[src/rtl/cordic_fix2float.sv]
// -----------------------------------------------------------------------------
// cordic_fix2float
//
// Converts the CORDIC cosine core's signed Q2.20 output into an IEEE-754
// single-precision word. The magnitude is normalised one bit per cycle until
// its MSB sits at bit 21. Every Q2.20 value is exactly representable in
// float32, so the conversion is exact and needs no rounding stage.
//
// Ports:
//   clk        in   1   rising-edge clock
//   reset_n    in   1   asynchronous active-low reset
//   in_valid   in   1   in_fix holds a value to convert
//   in_fix     in  22   signed Q2.20 (value = in_fix * 2^-20)
//   in_ready   out  1   block can accept an input (high only in IDLE)
//   out_valid  out  1   out_float holds a result (high only in DONE)
//   out_float  out 32   IEEE-754 single {sign, exp[7:0], frac[22:0]}
//   out_ready  in   1   consumer accepts out_float
// -----------------------------------------------------------------------------
module cordic_fix2float (
    input  logic        clk,
    input  logic        reset_n,
    input  logic        in_valid,
    input  logic [21:0] in_fix,
    output logic        in_ready,
    output logic        out_valid,
    output logic [31:0] out_float,
    input  logic        out_ready
);

    typedef enum logic [1:0] {
        IDLE = 2'd0,
        NORM = 2'd1,
        DONE = 2'd2
    } state_t;

    state_t      state_q, state_d;
    logic [21:0] m_q, m_d;
    logic [7:0]  exp_q, exp_d;
    logic        sign_q, sign_d;
    logic [31:0] float_q, float_d;

    // Magnitude of a Q2.20 word. -2^21 negates to itself, which read as
    // unsigned is 0x200000: exactly the magnitude 2.0 we want.
    function automatic logic [21:0] abs_q220(input logic signed [21:0] v);
        logic signed [21:0] neg;
        neg = -v;
        return v[21] ? neg : v;
    endfunction

    // Packs a normalised magnitude (m[21] set) into the float word. The
    // hidden one is m[21]; the remaining 21 bits fill the top of the
    // 23-bit fraction field.
    function automatic logic [31:0] pack_float(input logic       s,
                                               input logic [7:0]  e,
                                               input logic [21:0] m);
        return {s, e, m[20:0], 2'b00};
    endfunction

    always_comb begin
        state_d = state_q;
        m_d     = m_q;
        exp_d   = exp_q;
        sign_d  = sign_q;
        float_d = float_q;
        case (state_q)
            IDLE: begin
                if (in_valid) begin
                    sign_d  = in_fix[21];
                    m_d     = abs_q220(in_fix);
                    // m[21] carries weight 2^1, so an unshifted hit means
                    // exponent 1 + bias 127.
                    exp_d   = 8'd128;
                    state_d = NORM;
                end
            end
            NORM: begin
                if (m_q == 22'd0) begin
                    // Two's complement has no negative zero, so sign is dropped.
                    float_d = 32'h0000_0000;
                    state_d = DONE;
                end else if (m_q[21]) begin
                    float_d = pack_float(sign_q, exp_q, m_q);
                    state_d = DONE;
                end else begin
                    m_d   = m_q << 1;
                    exp_d = exp_q - 8'd1;
                end
            end
            DONE: begin
                if (out_ready) begin
                    state_d = IDLE;
                end
            end
            default: begin
                state_d = IDLE;
            end
        endcase
    end

    always_ff @(posedge clk or negedge reset_n) begin
        if (!reset_n) begin
            state_q <= IDLE;
            m_q     <= 22'd0;
            exp_q   <= 8'd0;
            sign_q  <= 1'b0;
            float_q <= 32'd0;
        end else begin
            state_q <= state_d;
            m_q     <= m_d;
            exp_q   <= exp_d;
            sign_q  <= sign_d;
            float_q <= float_d;
        end
    end

    assign in_ready  = (state_q == IDLE);
    assign out_valid = (state_q == DONE);
    assign out_float = float_q;

endmodule

[config.mk]
export PLATFORM = sky130hd
export DESIGN_NAME = cordic_fix2float
export DESIGN_NICKNAME = d
export VERILOG_FILES = /design/src/rtl/cordic_fix2float.sv
export SDC_FILE = /design/constraint.sdc
export NUM_CORES = 1
export LEC_CHECK = 0
export CAP_MARGIN = 20
export CORE_MARGIN = 4
export CORE_UTILIZATION = 35
export DETAILED_ROUTE_END_ITERATION = 10
export HOLD_SLACK_MARGIN = 0.1
export PLACE_DENSITY = 0.67
export SLEW_MARGIN = 40
export SYNTH_ARGS = -nofsm -noshare
export SYNTH_HDL_FRONTEND = slang
export SYNTH_SLANG_ARGS = --single-unit
[constraint.sdc]
create_clock -name clk -period 1.9 [get_ports clk]
set_input_delay 0.19 -clock clk [delete_from_list [all_inputs] [get_ports clk]]
set_output_delay 0.19 -clock clk [all_outputs]
set_load 0.02 [all_outputs]
Yosys cells after proc, flatten, opt, wreduce, memory -nomap -nowiden
Cells that the tools add are included.

word-level totals
  register bits after elaboration = 65
  input port bits = 26
  output and inout port bits = 34
  word-level logic and storage cells = 40

cells by class
  add/sub/neg operators = 2
  eq/ne operators = 7
  mux-type cells = 16
  reductions and logical operators = 9

operators with widths
  cell                                                    count
  2-to-1 mux 22 bit                                       4
  2-to-1 mux 32 bit                                       2
  one-hot mux 22 bit (2 select lines)                     1
  2-to-1 mux 8 bit                                        3
  zero test 22 bit                                        1
  negation 22 bit                                         1
  one-hot mux 8 bit (2 select lines)                      1
  2-to-1 mux 2 bit                                        4
  subtractor 8 x 1 -> 8 bit (second input constant)       1
  inequality test 2 bit (second input constant)           3
  one-hot mux 2 bit (3 select lines)                      1
  AND reduction 3 bit                                     2
  AND reduction 2 bit                                     2
  AND reduction 4 bit                                     1
  nonzero test 2 bit                                      2
  inequality test 3 bit (second input constant)           1
  equality test 2 x 1 -> 1 bit (second input constant)    1
  equality test 2 bit (second input constant)             1
  zero test 2 bit                                         1
  inequality test 2 x 1 -> 1 bit (second input constant)  1

Depth between registers and ports, before layout
Gate-level depths: netlist of run 1.

  depth in word-level cells = 4
  gate-level depth with buffers = 7
  gate-level depth less buffers = 7

Worst setup path before layout of run 1
No wires, ideal clock.

  kind = input-to-reg
  start point = input in_fix[6]
  end point = register m_q[21]
  setup time = 0.067 ns
  arrival = 2.020 ns
  required time = 1.833 ns
  path slack = -0.188 ns
  stages = 7
  buffers on the path = 2
  cell sequence = or4_4 -> buf_6 -> or3_1 -> buf_2 -> or4_1 -> o21ai_1 -> o311a_1

between the ends
  longest elaborated chain between the ends = 4

ends and longest elaborated chain
  item                                 RTL line  source
  from (decl)                          23        input logic [21:0] in_fix,
  negation 22 bit                      46        neg = -v;
  2-to-1 mux 22 bit                    47        return v[21] ? neg : v;
  2-to-1 mux 22 bit                    67        if (in_valid) begin
  one-hot mux 22 bit (2 select lines)  65        case (state_q)
  to (signal assigned)                 109       m_q <= m_d;
  to (decl)                            37        logic [21:0] m_q, m_d;

No other way between the ends. The select of a mux whose other input is x is not followed.
A chain may end at the register's enable or synchronous reset.

Worst setup path in the final report of run 1
  start point = register m_q[17]
  end point = register m_q[14]

between the ends
  longest elaborated chain between the ends = 3

ends and longest elaborated chain
  item                             RTL line  source
  zero test 22 bit                 77        if (m_q == 22'd0) begin
  inequality test 2 bit (no line)  --
  AND reduction 4 bit (no line)    --

No other way between the ends.

==> results.yml, run 1 <==
final_layout:
  finalNetCount: 451
  fillers: 774
  diodes: 0
  area_growth_pct: 48.20
  finish.utilization_pct: 53.38
  drive_gt1_share_pct: 26.17
  final_cells: 536
detailed_routing:
  wl_mm: 8.304
  drt-initial-drc-count: 144
  first_pass_iters: 4
  drc: 0
  vias: 2818
  avgViaCountPerCell: 5.257
  wl_per_cell_um: 15.49
  antenna_left: 0
sta:
  fin_crit_ns: 1.875
  fin_ws_ns: 0.02543
  final-max-slew-violation-count: 0
  period_share_pct: 98.66
  rsz0062_at_grt: "yes"
  setup_viol: 0
  clock.fmax_mhz: 533.5
  fin_skew_ns: 0.007713
  hold_viol: 0
  setup_tns_ns: 0
critical_path:
  startpoint_type: "flip-flop"
  cp_max_fo: 2
  critPathRequiredTime_ns: 2.12
  timing.rr.start: "m_q[17]"
  worstSetupPathType: "reg -> reg"
  startpoint: "m_q[17]"
  worstPathArrival_ns: 2.10
  cp-end-kind: "flip-flop"
global_route:
  grt_overflow: 0
  grt_pass1_wl_mm: 13.47
  first_global_vias: 2750
  antenna_found_initial: 0
  grt_max_degree: 64
  track_usage_pct: 16.39
clock_network:
  htree_levels: 3
  clk_pin_slew_ns: 0.07
  cts_tree: "yes"
  clock-sinks: 63
  clkLatencyLatePin_ns: 0.34
  clockRootBuffer: "clkbuf_8"
  cts_made_buffers: 9
  clockBufferDepth: 2
synthesis:
  synthTopCellsByCount: "dfrtp_1 (63), nor2_1 (30), a22o_1 (29)"
  synth_area_leader_cell: "dfrtp_1"
  synth-edff-count: 0
  ys_warn_count: 0
  ys_top_cells_by_area: "dfrtp_1 (50%), a22o_1 (8.0%), nor2_1 (3.6%)"
  ys_types: 51
  synth_top_area_share_pct: 49.94
  ys_ff_latch: 63
  synth_area_sq_um: 3157
  syn_area_per_cell_sq_um: 10.22
  synth-seq-area-share_pct: 49.94
  syn_inst: 309
  async_flop_share_pct: 100.0
  synth_most_common_cell: "dfrtp_1"
  synth_ff_type: "dfrtp_1"
floorplan:
  initial_utilization_pct: 36.02
  dieArea_sq_um: 10600
  die_w_um: 103.0
  rows: 34
  coreArea_sq_um: 8763
  io_pins: 60
  chipHeight_um: 103.0
worst_hold_path:
  hp-class: "in -> reg"
  hold_path.startpoint: "in_fix[10]"
placement:
  hpwl_mm: 6.294
  dp_worst_setup_slack_ns: -0.5740
  portBuffers: 57
  dp.cells: 517
  place.gp.congestion: 0.8250
run:
  max_cap_violations: 0
status:
  status: "finished clean"
power:
  ir_worst_vdd_mv: 0.7006
  leakage_uw: 0.002051
  power_density_nw_per_um2: 1696
-- power breakdown --
part	leakage [uW]	switching, uW	internal (uW)
combinational	0.00114	2080	2050
sequential	0.000784	430	1970
clock	0.000122	504	902
-- logic make-up (layout without fill, tap and decap cells) --
| logic type | after synthesis | after routing | synth area share (%) |
|---|---|---|---|
| AOI/OAI and AO/OA | 95 | 95 | 21.64 |
| adders and majority gates | 2 | 2 | 0.7926 |
| buffers and inverters | 29 | 147 | 4.082 |
| muxes | 8 | 8 | 2.656 |
| other | 1 | 2 | 0.1188 |
| and+or+nand+nor | 95 | 95 | 16.33 |
| xor gates and xnor gates | 16 | 16 | 4.439 |
| DFF | 63 | 63 | 49.94 |
-- cell type report --
cell class                 count  area [sq um]  area share (%)
inverter                       9         33.78          0.7221
multi-input combinational    218          1578           33.73
clock inverter                 6         107.6           2.300
clock buffer                  10         137.6           2.942
sequential                    63          1577           33.70
tap                          108         135.1           2.888
timing repair buffer         122          1110           23.72
-- metal layers --
metal	global-route usage, %	vias up	share of wire (%)
li1	-	1377	-
met1	22.31	1353	45
met2	25.70	83	48
met3	2.909	5	6.3
met4	6.972	0	0.76
met5	0	-	0
-- flip-flops by register name, indices dropped and copies added, names as in the netlist --
register / count
exp_q: 8
sign_q: 1
m_q: 22
out_float: 30
state_q: 2
-- cells in the final DEF, fill, tap and decap left out, drive strengths merged, types with 7 or more instances in the layout --
cell	n
xor2	9
o31ai	8
dfrtp	63
clkdlybuf4s50	46
a22oi	7
nor2	30
clkbuf	10
inv	9
or3	8
a22o	29
or4	7
o21ai	25
buf	65
xnor2	7
nand2	15
-- worst max-delay path: stages (launching register included) --
cell and delay [ns]:
dfrtp_1 0.39, nor4_1 0.41, nand4_1 0.20, buf_4 0.19, o21ai_4 0.13, buf_6 0.13, mux2i_2 0.22, mux2i_1 0.10
-- metrics by stage --
stage	total power (uW)	hold slack, ns	instance area, sq um
4_1_cts	7837	0.3858	4589
3_3_place_gp	6181	0.2213	4275
2_1_floorplan	4416	-0.1056	3166
6_report	7935	0.3382	4678
3_5_place_dp	6287	0.2214	4275
5_1_grt	8436	0.3575	4678
-- final timing paths --
check                                      to  slack [ns]  cells after the start
worst max-delay path                  m_q[14]        0.03                      7
worst min-delay path                  m_q[10]        0.34                      4
worst max register to register        m_q[14]        0.03                      7
worst min register to register         sign_q        0.50                      2
max in group asynchronous       out_float[18]        1.26                      3
min in group asynchronous       out_float[21]        0.38                      3
-- timing repair --
item	in CTS	in global routing
pin swaps	9	9
endpoints found under the hold margin	63	0
endpoints found under the setup margin	23	18
hold buffers	1	0
gates resized for setup	17	21
setup buffers	2	0
No activity file was read; power rests on OpenSTA's default activity.
==> run 2: changes to the inputs <==
--- a/config.mk
+++ b/config.mk
@@ -5,13 +5,15 @@
 export SDC_FILE = /design/constraint.sdc
 export NUM_CORES = 1
 export LEC_CHECK = 0
+export ABC_AREA = 1
 export CAP_MARGIN = 20
 export CORE_MARGIN = 4
 export CORE_UTILIZATION = 35
 export DETAILED_ROUTE_END_ITERATION = 10
 export HOLD_SLACK_MARGIN = 0.1
-export PLACE_DENSITY = 0.67
+export PLACE_DENSITY = 0.66
 export SLEW_MARGIN = 40
 export SYNTH_ARGS = -nofsm -noshare
 export SYNTH_HDL_FRONTEND = slang
 export SYNTH_SLANG_ARGS = --single-unit
+export TNS_END_PERCENT = 20
==> run 2 against run 1 <==
Against the previous run:
- sequential cell count did not move
- clock power decreased by 8%
- highest routed layer unchanged
- critical endpoint is now exp_q[7]
- critical path depth up 1
- hold slack worse by 0.054 ns
- via count rose by 14%
- synthesized cell count increased by 53%
- register-to-register slack gained 0.12 ns
- utilization decreased by 7.5 points
- fmax increased by 6.6%
- sequential share of layout area rose by 1.6 points
==> results.yml, run 2 <==
status:
  status: "finished clean"
clock_network:
  htree_levels: 3
  clockBufferDepth: 2
  clock-sinks: 63
  postCtsHoldBufs: 1
  postCtsSetupBuffers: 0
  cts_tree: "yes"
  clockRootBuffer: "clkbuf_8"
  cts_made_buffers: 9
  clkLatencyLatePin_ns: 0.34
  cts-resized-gates: 0
  clk_pin_slew_ns: 0.07
detailed_routing:
  wl_mm: 8.802
  drt-initial-drc-count: 271
  drc: 0
  avgViaCountPerCell: 4.715
  first_pass_iters: 5
  wl_per_cell_um: 12.94
  antenna_left: 0
  vias: 3206
synthesis:
  synth_top_area_share_pct: 45.49
  ys_types: 32
  synth_area_sq_um: 3466
  ys_ff_latch: 63
  syn_area_per_cell_sq_um: 7.327
  async_flop_share_pct: 100.0
  synth_ff_type: "dfrtp_1"
  synth-seq-area-share_pct: 45.49
  synth_area_leader_cell: "dfrtp_1"
  synthTopCellsByCount: "nand2_1 (150), dfrtp_1 (63), nor2_1 (52)"
  syn_inst: 473
  ys_warn_count: 0
  ys_top_cells_by_area: "dfrtp_1 (45%), nand2_1 (16%), o21ai_0 (6.8%)"
  synth_most_common_cell: "nand2_1"
  synth-edff-count: 0
power:
  power_density_nw_per_um2: 1619
  pwr-share-seq_pct: 32.1
  clkPwrFrac_pct: 18.0
  p_int_uw: 4161
  power_switching_uw: 3066
  combPwrFrac_pct: 49.8
  leakage_uw: 0.002166
  ir_worst_vdd_mv: 0.5065
  swShare_pct: 42.42
global_route:
  antenna_found_initial: 0
  track_usage_pct: 15.81
  grt_overflow: 0
  grt_max_degree: 51
  first_global_vias: 3010
  grt_pass1_wl_mm: 14.55
critical_path:
  worstPathArrival_ns: 1.96
  crit_chain: "or2_1 -> nor2_2 -> nand3_2 -> nand2_4 -> nand2_4 -> buf_4 -> o21ai_0 -> o21ai_0"
  crit_slowest_cell: "dfrtp_1"
  endpoint: "exp_q[7]"
  rr_worst_depth: 8
  timing.rr.start: "m_q[20]"
  worstSetupPathType: "reg -> reg"
  cp_max_fo: 17
  rr_endpoint: "exp_q[7]"
  startpoint_type: "flip-flop"
  cp-end-kind: "flip-flop"
  slowest_delay_ns: 0.42
  startpoint: "m_q[20]"
  r2r_slack_ns: 0.14
  critPathRequiredTime_ns: 2.11
floorplan:
  rows: 36
  chipHeight_um: 107.5
  die_w_um: 107.5
  initial_utilization_pct: 35.62
  coreArea_sq_um: 9729
  io_pins: 60
  dieArea_sq_um: 11560
sta:
  rsz0062_at_grt: "no"
  setup_tns_ns: 0
  hold_viol: 0
  period_share_pct: 92.58
  clock.fmax_mhz: 568.5
  whs_ns: 0.2839
  fin_skew_ns: 0.006403
  final-max-slew-violation-count: 0
  fin_crit_ns: 1.759
  setup_viol: 0
placement:
  portBuffers: 57
  hpwl_mm: 6.740
  place.gp.congestion: 0.8539
  dp.cells: 663
run:
  max_cap_violations: 0
final_layout:
  final_cells: 680
  finish.utilization_pct: 45.88
  final_common_cell: "nand2_1"
  layout_common_cells: "nand2_1 (150), dfrtp_1 (63), clkdlybuf4s50_1 (56)"
  area_growth_pct: 28.81
  fillers: 994
  largest_reg_flops: 30
  diodes: 0
  finalNetCount: 570
  drive_gt1_share_pct: 8.592
worst_hold_path:
  hp-class: "in -> async"
[run 2: changes by cell type after synthesis, sizes merged, moves of 8 or more]
cell	previous run	this run
clkbuf	15	6
nand2	15	153
a21oi	6	17
a22o	29	0
inv	9	51
or3	8	0
nand3	5	40
nor2	30	54
o21ai	25	53
[run 2: logic make-up after synthesis]
group	synth area share, %
AO/OA/AOI/OAI	13.25
XOR/XNOR	1.011
adder cells (fa/ha/maj)	0.7219
buffers and inverters	9.097
flip-flops	45.49
other	0.1082
AND/OR/NAND/NOR	30.33
[run 2: worst min-delay path by stage]
| stage | from | endpoint | slack [ns] | depth (start not counted) |
|---|---|---|---|---|
| floorplan | reset_n | exp_q[0] | -0.11 | 0 |
| global placement | reset_n | out_float[19] | 0.11 | 1 |
| detailed placement | reset_n | out_float[19] | 0.11 | 1 |
| CTS | reset_n | out_float[19] | 0.28 | 2 |
| global route | reset_n | out_float[19] | 0.31 | 2 |
| finish | reset_n | out_float[19] | 0.28 | 2 |
[run 2: final cells by class]
class	instances	area [sq um]	share of cell area [%]
inverters	51	191.4	4.288
repair buffers	75	728.2	16.31
clock buffers	13	158.9	3.559
well taps	133	166.4	3.728
flip-flops and latches	63	1577	35.31
clock inverters	3	65.06	1.457
multi-input cells	342	1578	35.34
[run 2: per-stage QoR]
step / worst slack (ns) / area, sq um / total power [uW]
2_1_floorplan: 0.3287 / 3470 / 4678
3_3_place_gp: -0.03510 / 4230 / 5898
3_5_place_dp: -0.08850 / 4230 / 5951
4_1_cts: 0.1406 / 4464 / 7280
5_1_grt: 0.01883 / 4464 / 7801
6_report: 0.1410 / 4464 / 7227
[run 2: per-layer routing]
| metal | GRT usage [%] | up-vias | share of wire, % | routed length [um] |
|---|---|---|---|---|
| met5 | 0 | - | 0 | 0 |
| met4 | 5.681 | 0 | 1.5 | 136 |
| met3 | 2.879 | 11 | 4.7 | 418 |
| met2 | 22.91 | 79 | 42 | 3722 |
| met1 | 23.46 | 1473 | 51 | 4525 |
| li1 | - | 1643 | - | - |
[run 2: critical path, delay by kind of cell (launching register included)]
kind	cells	cell delay, ns
simple gates	5	0.82
buf+inv	1	0.20
compound gates	2	0.19
flops	1	0.42
[run 2: power by group through the flow]
| stage | Sequential [uW] | Combinational (uW) | Clock [uW] |
|---|---|---|---|
| after floorplan | 2580 | 2100 | 0 |
| after global placement | 2320 | 3570 | 0 |
| after detailed placement | 2340 | 3610 | 0 |
| after CTS | 2320 | 3630 | 1330 |
| after global routing | 2400 | 4010 | 1390 |
| final | 2320 | 3600 | 1300 |
==> run 3: changes to the inputs <==
--- a/config.mk
+++ b/config.mk
@@ -7,6 +7,7 @@
 export LEC_CHECK = 0
 export ABC_AREA = 1
 export CAP_MARGIN = 20
+export CORE_ASPECT_RATIO = 0.8
 export CORE_MARGIN = 4
 export CORE_UTILIZATION = 35
 export DETAILED_ROUTE_END_ITERATION = 10
==> run 3 against run 2 <==
Against the previous run:
- clock power increased by 34%
- sequential share of layout area down 0.92 points
- design area is 2.7% higher
- hold slack better by 0.12 ns
- combinational power grew 3%
- die area about the same
- via count up 2.8%
- clock skew increased by 0.00068 ns
- first-iteration DRC count is 1.8% higher
==> results.yml, run 3 (same netlist as run 2, synthesis figures left out) <==
detailed_routing:
  wl_per_cell_um: 13.71
  antenna_left: 0
  vias: 3297
  drt-initial-drc-count: 276
  wl_met2_mm: 3.849
  wl_met3_um: 585
  dr.max_layer_used: "met4"
  first_pass_iters: 5
  wl_mm: 9.379
  avgViaCountPerCell: 4.820
  wirelength_met1_mm: 4.777
  drc: 0
run:
  max_cap_violations: 0
clock_network:
  clock-sinks: 63
  htree_levels: 3
  clkLatencyLatePin_ns: 0.32
  clockRootBuffer: "clkbuf_16"
  clk_pin_slew_ns: 0.05
  cts_tree: "yes"
  clockBufferDepth: 2
  cts_made_buffers: 9
critical_path:
  crit_chain: "or2_1 -> nor2_2 -> nand3_2 -> nand2_4 -> nand2_4 -> buf_12 -> nand2_1 -> o21ai_0"
  critPathRequiredTime_ns: 2.10
  cpMostUsedCell: "nand2_4"
  cp_max_fo: 29
  slowest_delay_ns: 0.40
  startpoint_type: "flip-flop"
  worstPathArrival_ns: 1.89
  crit_slowest_cell: "dfrtp_1"
  cp-end-kind: "flip-flop"
  worstSetupPathType: "reg -> reg"
floorplan:
  rows: 32
  dieArea_sq_um: 11570
  io_pins: 60
  initial_utilization_pct: 35.92
  coreArea_sq_um: 9649
  die_w_um: 119.3
  chipHeight_um: 97.01
final_layout:
  final_common_cell: "nand2_1"
  finalNetCount: 571
  area_growth_pct: 32.24
  diodes: 0
  final_cells: 684
  largest_reg_flops: 30
  layout_common_cells: "nand2_1 (149), dfrtp_1 (63), clkdlybuf4s50_1 (56)"
  drive_gt1_share_pct: 9.307
sta:
  hold_viol: 0
  final-max-slew-violation-count: 0
  worstMarginPinSlew_ns: 0.5753
  period_share_pct: 88.97
  whs_ns: 0.4028
  setup_viol: 0
  clock.fmax_mhz: 591.5
  fin_crit_ns: 1.691
  fin_skew_ns: 0.007084
  rsz0062_at_grt: "no"
  max_slew_margin_pct: 61.65
placement:
  place.gp.congestion: 0.8507
  portBuffers: 57
  hpwl_mm: 7.103
  dp.cells: 667
worst_hold_path:
  hp-class: "in -> async"
status:
  status: "finished clean"
global_route:
  first_global_vias: 3212
  antenna_found_initial: 0
  grt_overflow: 0
  grt_pass1_wl_mm: 15.88
  track_usage_pct: 16.88
  grt_max_degree: 42
power:
  leakage_uw: 0.002223
  power_density_nw_per_um2: 1696
  ir_worst_vdd_mv: 0.6015
run 3: cell count changes in the layout (fill, tap and decap cells not counted):
cell       change
buf_4          +1
bufinv_16      -1
clkbuf_1       -2
clkbuf_16      +9
clkbuf_8       -6
nand2_1        -1
nand2_2        +1
run 3: routing by layer:
layer | global-route usage [%] | up-vias
met5 | 0 | -
met4 | 6.411 | 0
met3 | 3.273 | 17
met2 | 23.84 | 112
met1 | 25.28 | 1526
li1 | - | 1642
run 3: worst paths after layout:
check	from	end	slack, ns	depth (start not counted)
worst min register to register	exp_q[0]	exp_q[0]	0.48	1
max in group asynchronous	reset_n	m_q[17]	0.89	3
worst min-delay path	reset_n	out_float[3]	0.40	2
min in group clk	out_ready	state_q[1]	0.44	2
worst max-delay path	m_q[20]	out_float[6]	0.21	8
worst max register to register	m_q[20]	out_float[6]	0.21	8
run 3: per-stage QoR:
| stage | area [sq um] | worst slack [ns] | power, uW | utilization [%] | setup TNS, ns |
|---|---|---|---|---|---|
| floorplan | 3470 | 0.3287 | 4678 | - | 0 |
| global placement | 4242 | 0.006369 | 5959 | 43.96 | 0 |
| detailed placement | 4242 | -0.04506 | 6020 | 43.96 | -0.1908 |
| CTS | 4581 | 0.1926 | 7803 | 47.47 | 0 |
| global route | 4583 | 0.01744 | 8355 | 47.50 | 0 |
| finish | 4583 | 0.2095 | 7774 | 47.50 | 0 |
run 3: area by class of cell:
cell class | instances | area [sq um]
clock inverter | 2 | 35.03
multi-input combinational | 342 | 1580
tap | 136 | 170.2
sequential | 63 | 1577
inverter | 51 | 191.4
fill | 945 | 5066
clock buffer | 14 | 294.0
timing repair buffer | 76 | 735.7
run 3: timing repair:
| action | in CTS | in global routing |
|---|---|---|
| setup endpoints to repair | 0 | 2 |
| endpoints found under the hold margin | 22 | 0 |
| resized for setup | 0 | 1 |
| buffers inserted | 0 | 0 |
| hold buffers | 1 | 0 |
run 3: power breakdown:
group | switching, uW | total, uW | internal, uW
clock | 549 | 1740 | 1190
combinational | 2270 | 3710 | 1440
sequential | 383 | 2320 | 1940
total | 3200 | 7770 | 4570
run 3: critical path: cells and delay by family, from the launching register on:
family	cells	cell delay [ns]
compound gates	1	0.07
buf+inv	1	0.21
flops	1	0.40
simple gates	6	0.88
